File: src/rtl/fraction_expand.sv
// Expands a reduced digit pair by the largest multiplier k that keeps both digits <= 9,
// stepping k on a slow tick and then displaying the expanded digits.
module fraction_expand #(
   parameter int unsigned NUM = 50_000_000
) (
   input  logic       clk,
   input  logic       rst,
   input  logic       select,
   input  logic       add,
   input  logic       next,
   input  logic [3:0] data_in,
   output logic [3:0] data_out
);

   typedef enum logic [1:0] {
      SETUP  = 2'b00,
      EXPAND = 2'b01,
      SHOW   = 2'b10,
      BAD    = 2'b11
   } state_t;

   state_t      state, state_n;
   logic [3:0]  digit   [2];
   logic [3:0]  digit_n [2];
   logic [3:0]  k, k_n;
   logic [31:0] counter, counter_n;
   logic [3:0]  data_out_n;
   logic        add_q, next_q, add_p, next_p;

   logic [3:0]  cur, m, sum_mod, cur_prod, prod0, prod1;
   logic [4:0]  sum;
   logic [7:0]  step_prod;

   assign add_p  = add & ~add_q;
   assign next_p = next & ~next_q;

   always_comb begin
      cur       = digit[select];
      m         = (digit[0] > digit[1]) ? digit[0] : digit[1];
      sum       = {1'b0, cur} + {1'b0, data_in};
      sum_mod   = (sum >= 5'd20) ? 4'(sum - 5'd20) :
                  (sum >= 5'd10) ? 4'(sum - 5'd10) : sum[3:0];
      // products formed at 8 bits; the displayed values never exceed 9
      cur_prod  = 4'(8'(cur) * 8'(k));
      prod0     = 4'(8'(digit[0]) * 8'(k));
      prod1     = 4'(8'(digit[1]) * 8'(k));
      step_prod = 8'(m) * (8'(k) + 8'd1);
   end

   always_comb begin
      state_n    = state;
      digit_n    = digit;
      k_n        = k;
      counter_n  = counter;
      data_out_n = data_out;
      case (state)
         SETUP: begin
            data_out_n = cur;
            if (add_p) begin
               digit_n[select] = sum_mod;
               data_out_n      = sum_mod;
            end
            if (next_p) begin
               state_n    = EXPAND;
               k_n        = 4'd1;
               counter_n  = '0;
               data_out_n = 4'd1;
            end
         end
         EXPAND: begin
            data_out_n = k;
            counter_n  = counter + 32'd1;
            if (next_p) begin
               state_n    = SHOW;
               data_out_n = cur_prod;
            end else if (counter == 32'(NUM)) begin
               counter_n = '0;
               if (k < 4'd9 && step_prod <= 8'd9) begin
                  k_n        = k + 4'd1;
                  data_out_n = k + 4'd1;
               end else begin
                  state_n    = SHOW;
                  data_out_n = cur_prod;
               end
            end
         end
         SHOW: begin
            data_out_n = cur_prod;
            if (next_p) begin
               digit_n[0] = prod0;
               digit_n[1] = prod1;
               k_n        = 4'd1;
               counter_n  = '0;
               state_n    = SETUP;
               data_out_n = select ? prod1 : prod0;
            end
         end
         default: begin
            state_n    = SETUP;
            data_out_n = '0;
         end
      endcase
   end

   always_ff @(posedge clk or posedge rst) begin
      if (rst) begin
         state    <= SETUP;
         digit[0] <= '0;
         digit[1] <= '0;
         k        <= 4'd1;
         counter  <= '0;
         data_out <= '0;
         add_q    <= 1'b0;
         next_q   <= 1'b0;
      end else begin
         state    <= state_n;
         digit    <= digit_n;
         k        <= k_n;
         counter  <= counter_n;
         data_out <= data_out_n;
         add_q    <= add;
         next_q   <= next;
      end
   end

endmodule
File: config.mk
export PLATFORM = sky130hd
export DESIGN_NAME = fraction_expand
export DESIGN_NICKNAME = d
export VERILOG_FILES = /design/src/rtl/fraction_expand.sv
export SDC_FILE = /design/constraint.sdc
export NUM_CORES = 1
export LEC_CHECK = 0
export CAP_MARGIN = 25
export CORE_MARGIN = 4
export CORE_UTILIZATION = 24
export CTS_BUF_LIST = sky130_fd_sc_hd__clkbuf_2
export DETAILED_ROUTE_END_ITERATION = 6
export HOLD_SLACK_MARGIN = 0.12
export PLACE_DENSITY_LB_ADDON = 0.12
export SLEW_MARGIN = 20
export SYNTH_ARGS = -nofsm -noshare
export SYNTH_HDL_FRONTEND = slang
export SYNTH_SLANG_ARGS = --single-unit
export TNS_END_PERCENT = 50
File: constraint.sdc
create_clock -name clk -period 6.2 [get_ports clk]
set_clock_uncertainty 0.05 [all_clocks]
set_input_delay 0.93 -clock clk [delete_from_list [all_inputs] [get_ports clk]]
set_output_delay 0.93 -clock clk [all_outputs]
set_load 0.02 [all_outputs]
==> flow_summary.yaml <==
synthesis:
  synth_seq_cells: 52
  syn_nets: 585
  synth-async-reset-ratio: 1.00
  synth_flop_cell: "sky130_fd_sc_hd__dfrtp_1"
  yosysSeqAreaShare: 0.290
  netlist.area_leader.share: 0.285
  syn_inst: 531
  synth_area_leaders: "sky130_fd_sc_hd__dfrtp_1, sky130_fd_sc_hd__ha_1, sky130_fd_sc_hd__xnor2_1"
  mapped_cell_area_um2: 4490
  synth-edff-count: 0
  synthMostInstantiatedCell: "sky130_fd_sc_hd__nor2_1"
  synth_cell_type_count: 64
  synthTopCellsByCount: "sky130_fd_sc_hd__nor2_1, sky130_fd_sc_hd__dfrtp_1, sky130_fd_sc_hd__nand2_1"
  yosys_warnings: 0
  syn-mean-instance-area_um2: 8.45
  cell_accounting_for_the_most_synthesized_area: "sky130_fd_sc_hd__dfrtp_1"
route:
  post_drt_via_cell_ratio: 4.84
  route.final.wire_length_mm: 12.2
  route.vias.total: 3707
  number_of_design_rule_violations_left_after_detail_routing: 0
  wire_per_inst_um: 15.9
  dr.pass1.iters: 4
  initialDrtViolationCount: 171
  antenna_left: 0
timing:
  report.final.slew_viol_count: 0
  setup_viol_count_final: 0
  finalHoldViolCount: 0
  timing.slew.headroom: 0.475
  rsz_0062_raised_after_global_routing: "false"
  fin_hold_ws_ns: 0.460
  finalWorstPathRequiredPeriod_ns: 5.58
  worst_pin_slew_ns: 0.785
  post-route-period-util: 0.900
  achievable-frequency_ghz: 0.179
  totalNegativeSetupSlack_ns: 0
grt:
  grt_pass1_vias: 3715
  total_grt_usage: 0.122
  antenna_violations_before_repair: 1
  grt_pass1_wl_mm: 20.3
  grt_start_max_net_pins: 53
  grt-ovfl-total: 0
worst_setup_path:
  critPathCaptureType: "flop"
  timing.critical_path.fanout_max: 7
  worstSetupPathType: "flop to flop"
  worst_ep_arrival_time_ns: 5.92
  cp-start-kind: "flop"
  critical_path_required_ns: 6.54
finish:
  final_core_utilization: 0.270
  fraction_of_layout_cells_with_a_size_suffix_above_1: 0.0709
  ff_latch_area_um2: 1300
  layout_area_overhead_pct: 9.18
  nets: 589
  fin_area_um2: 4900
  nFillCells: 1954
  multi_input_comb_area_um2: 2970
power:
  total_leakage_power_uw: 0.00204
  cell_internal_pwr_uw: 1210
  power_density_nw_per_um2: 519
  peakVddDrop_mv: 0.164
  p_clk_frac: 0.062
  power.combinational.fraction: 0.738
  netSwitchingFraction: 0.523
  pwr-share-seq: 0.201
  switching_power_uw: 1330
die:
  floorplan.initialDensity: 0.247
  fp.dieW_um: 145
  row_count: 49
  ioPinCount: 13
  core_region_area_um2: 18100
  chipHeight_um: 145
  die_area_um2: 20900
flow_run:
  cap_violations: 0
clocking:
  clkLatencyLatePin_ns: 0.48
  clk_pin_slew_ns: 0.30
  ctsResizeCount: 0
  cts_tree: "built"
  cts_setup_buffers: 0
  cts_buffers: 5
  clock_tree.htree_level_count: 2
  clock-sinks: 52
  cts.hold.buffers_added: 0
  clock_tree.buffer_depth: 2
  cts_root_buffer: "sky130_fd_sc_hd__clkbuf_2"
placed_design:
  detailed_place.area_um2: 4850
  port_buffers: 12
  gp_routability_congestion: 0.838
  hpwl_mm: 9.19
worst_hold_path:
  min-delay-path-class: "flop to flop"
outcome:
  status: "finished clean"
-- layout by cell type (no fill, tap or decap), drive strengths merged, types with 4 or more instances in the layout --
cell type | synthesis | layout
a211oi | 4 | 4
a21oi | 23 | 23
and2 | 14 | 14
and3 | 5 | 5
buf | 9 | 6
clkbuf | 12 | 6
clkdlybuf4s50 | 0 | 12
dfrtp | 51 | 51
fa | 7 | 7
ha | 38 | 38
inv | 31 | 31
mux2 | 5 | 5
mux2i | 9 | 9
nand2 | 42 | 42
nand2b | 11 | 11
nand3 | 29 | 29
nand4 | 12 | 12
nor2 | 69 | 69
nor2b | 8 | 8
nor3 | 14 | 14
nor3b | 4 | 4
nor4 | 5 | 5
o211ai | 7 | 7
o21ai | 24 | 24
o22ai | 9 | 9
or3 | 7 | 7
xnor2 | 30 | 30
xor2 | 19 | 19
-- cell families after synthesis --
kind of cell	Yosys count	share of synthesized area
buf+inv	53	0.0474
flops	52	0.290
simple gates	225	0.253
xor+xnor	50	0.101
mux	14	0.0326
compound gates	92	0.139
fa+ha+maj	45	0.137
-- power groups by stage --
stage                     registers (uW)  logic, uW  clock network (uW)
after floorplan                      466       1480                   0
after global placement               514       1860                   0
after detailed placement             516       1880                   0
after CTS                            509       1910                 171
after global routing                 528       2140                 179
final                                511       1880                 157
-- worst max-delay path, stage by stage (launching register included) --
cell,delay [ns]
sky130_fd_sc_hd__dfrtp_1,0.49
sky130_fd_sc_hd__inv_1,0.11
sky130_fd_sc_hd__ha_1,0.30
sky130_fd_sc_hd__nor2b_1,0.15
sky130_fd_sc_hd__o21ai_2,0.09
sky130_fd_sc_hd__a21oi_4,0.28
sky130_fd_sc_hd__mux2i_1,0.45
sky130_fd_sc_hd__nor2_1,0.13
sky130_fd_sc_hd__fa_1,0.52
sky130_fd_sc_hd__inv_1,0.06
sky130_fd_sc_hd__fa_1,0.53
sky130_fd_sc_hd__inv_1,0.04
sky130_fd_sc_hd__ha_1,0.33
sky130_fd_sc_hd__a21oi_1,0.16
sky130_fd_sc_hd__nand2_1,0.10
sky130_fd_sc_hd__or4_1,0.43
sky130_fd_sc_hd__a221oi_2,0.39
sky130_fd_sc_hd__and2_0,0.39
sky130_fd_sc_hd__a21oi_1,0.13
sky130_fd_sc_hd__o41ai_1,0.37
-- worst paths after layout --
kind | startpoint | endpoint | slack, ns | cells after the start
setup / recovery | digit[1] | data_out[1] | 0.62 | 19
hold / removal | counter[31] | counter[31] | 0.46 | 1
setup reg to reg | digit[1] | data_out[1] | 0.62 | 19
hold reg to reg | counter[31] | counter[31] | 0.46 | 1
max in group asynchronous | rst | counter[29] | 4.75 | 3
min in group asynchronous | rst | k[3] | 0.88 | 3
-- registers in the layout (all words and copies together) (netlist names) --
register,flops
data_out,4
next_q,1
add_q,1
counter,32
digit,8
state,2
k,4
-- area by class of cell --
class                           count  share of cell area
Multi-Input combinational cell    426               0.607
Sequential cell                    52               0.266
Tap cell                          229              0.0585
Timing Repair Buffer               18              0.0345
Inverter                           32              0.0245
Clock buffer                        6             0.00613
Clock inverter                      2             0.00332
Antenna cell                        1            0.000511
-- per-layer routing --
metal  track usage  part of all wire
met5             0                 0
met4        0.0304             0.014
met3        0.0141             0.030
met2         0.184              0.43
met1         0.184              0.52
-- per-stage QoR --
step	setup WS, ns	power, uW	cells
6_report	0.617	2540	766
3_5_place_dp	0.695	2400	757
2_1_floorplan	1.36	1940	531
4_1_cts	0.601	2590	765
3_3_place_gp	0.910	2370	756
5_1_grt	0.181	2850	766
Power figures use the tool's default switching activity.
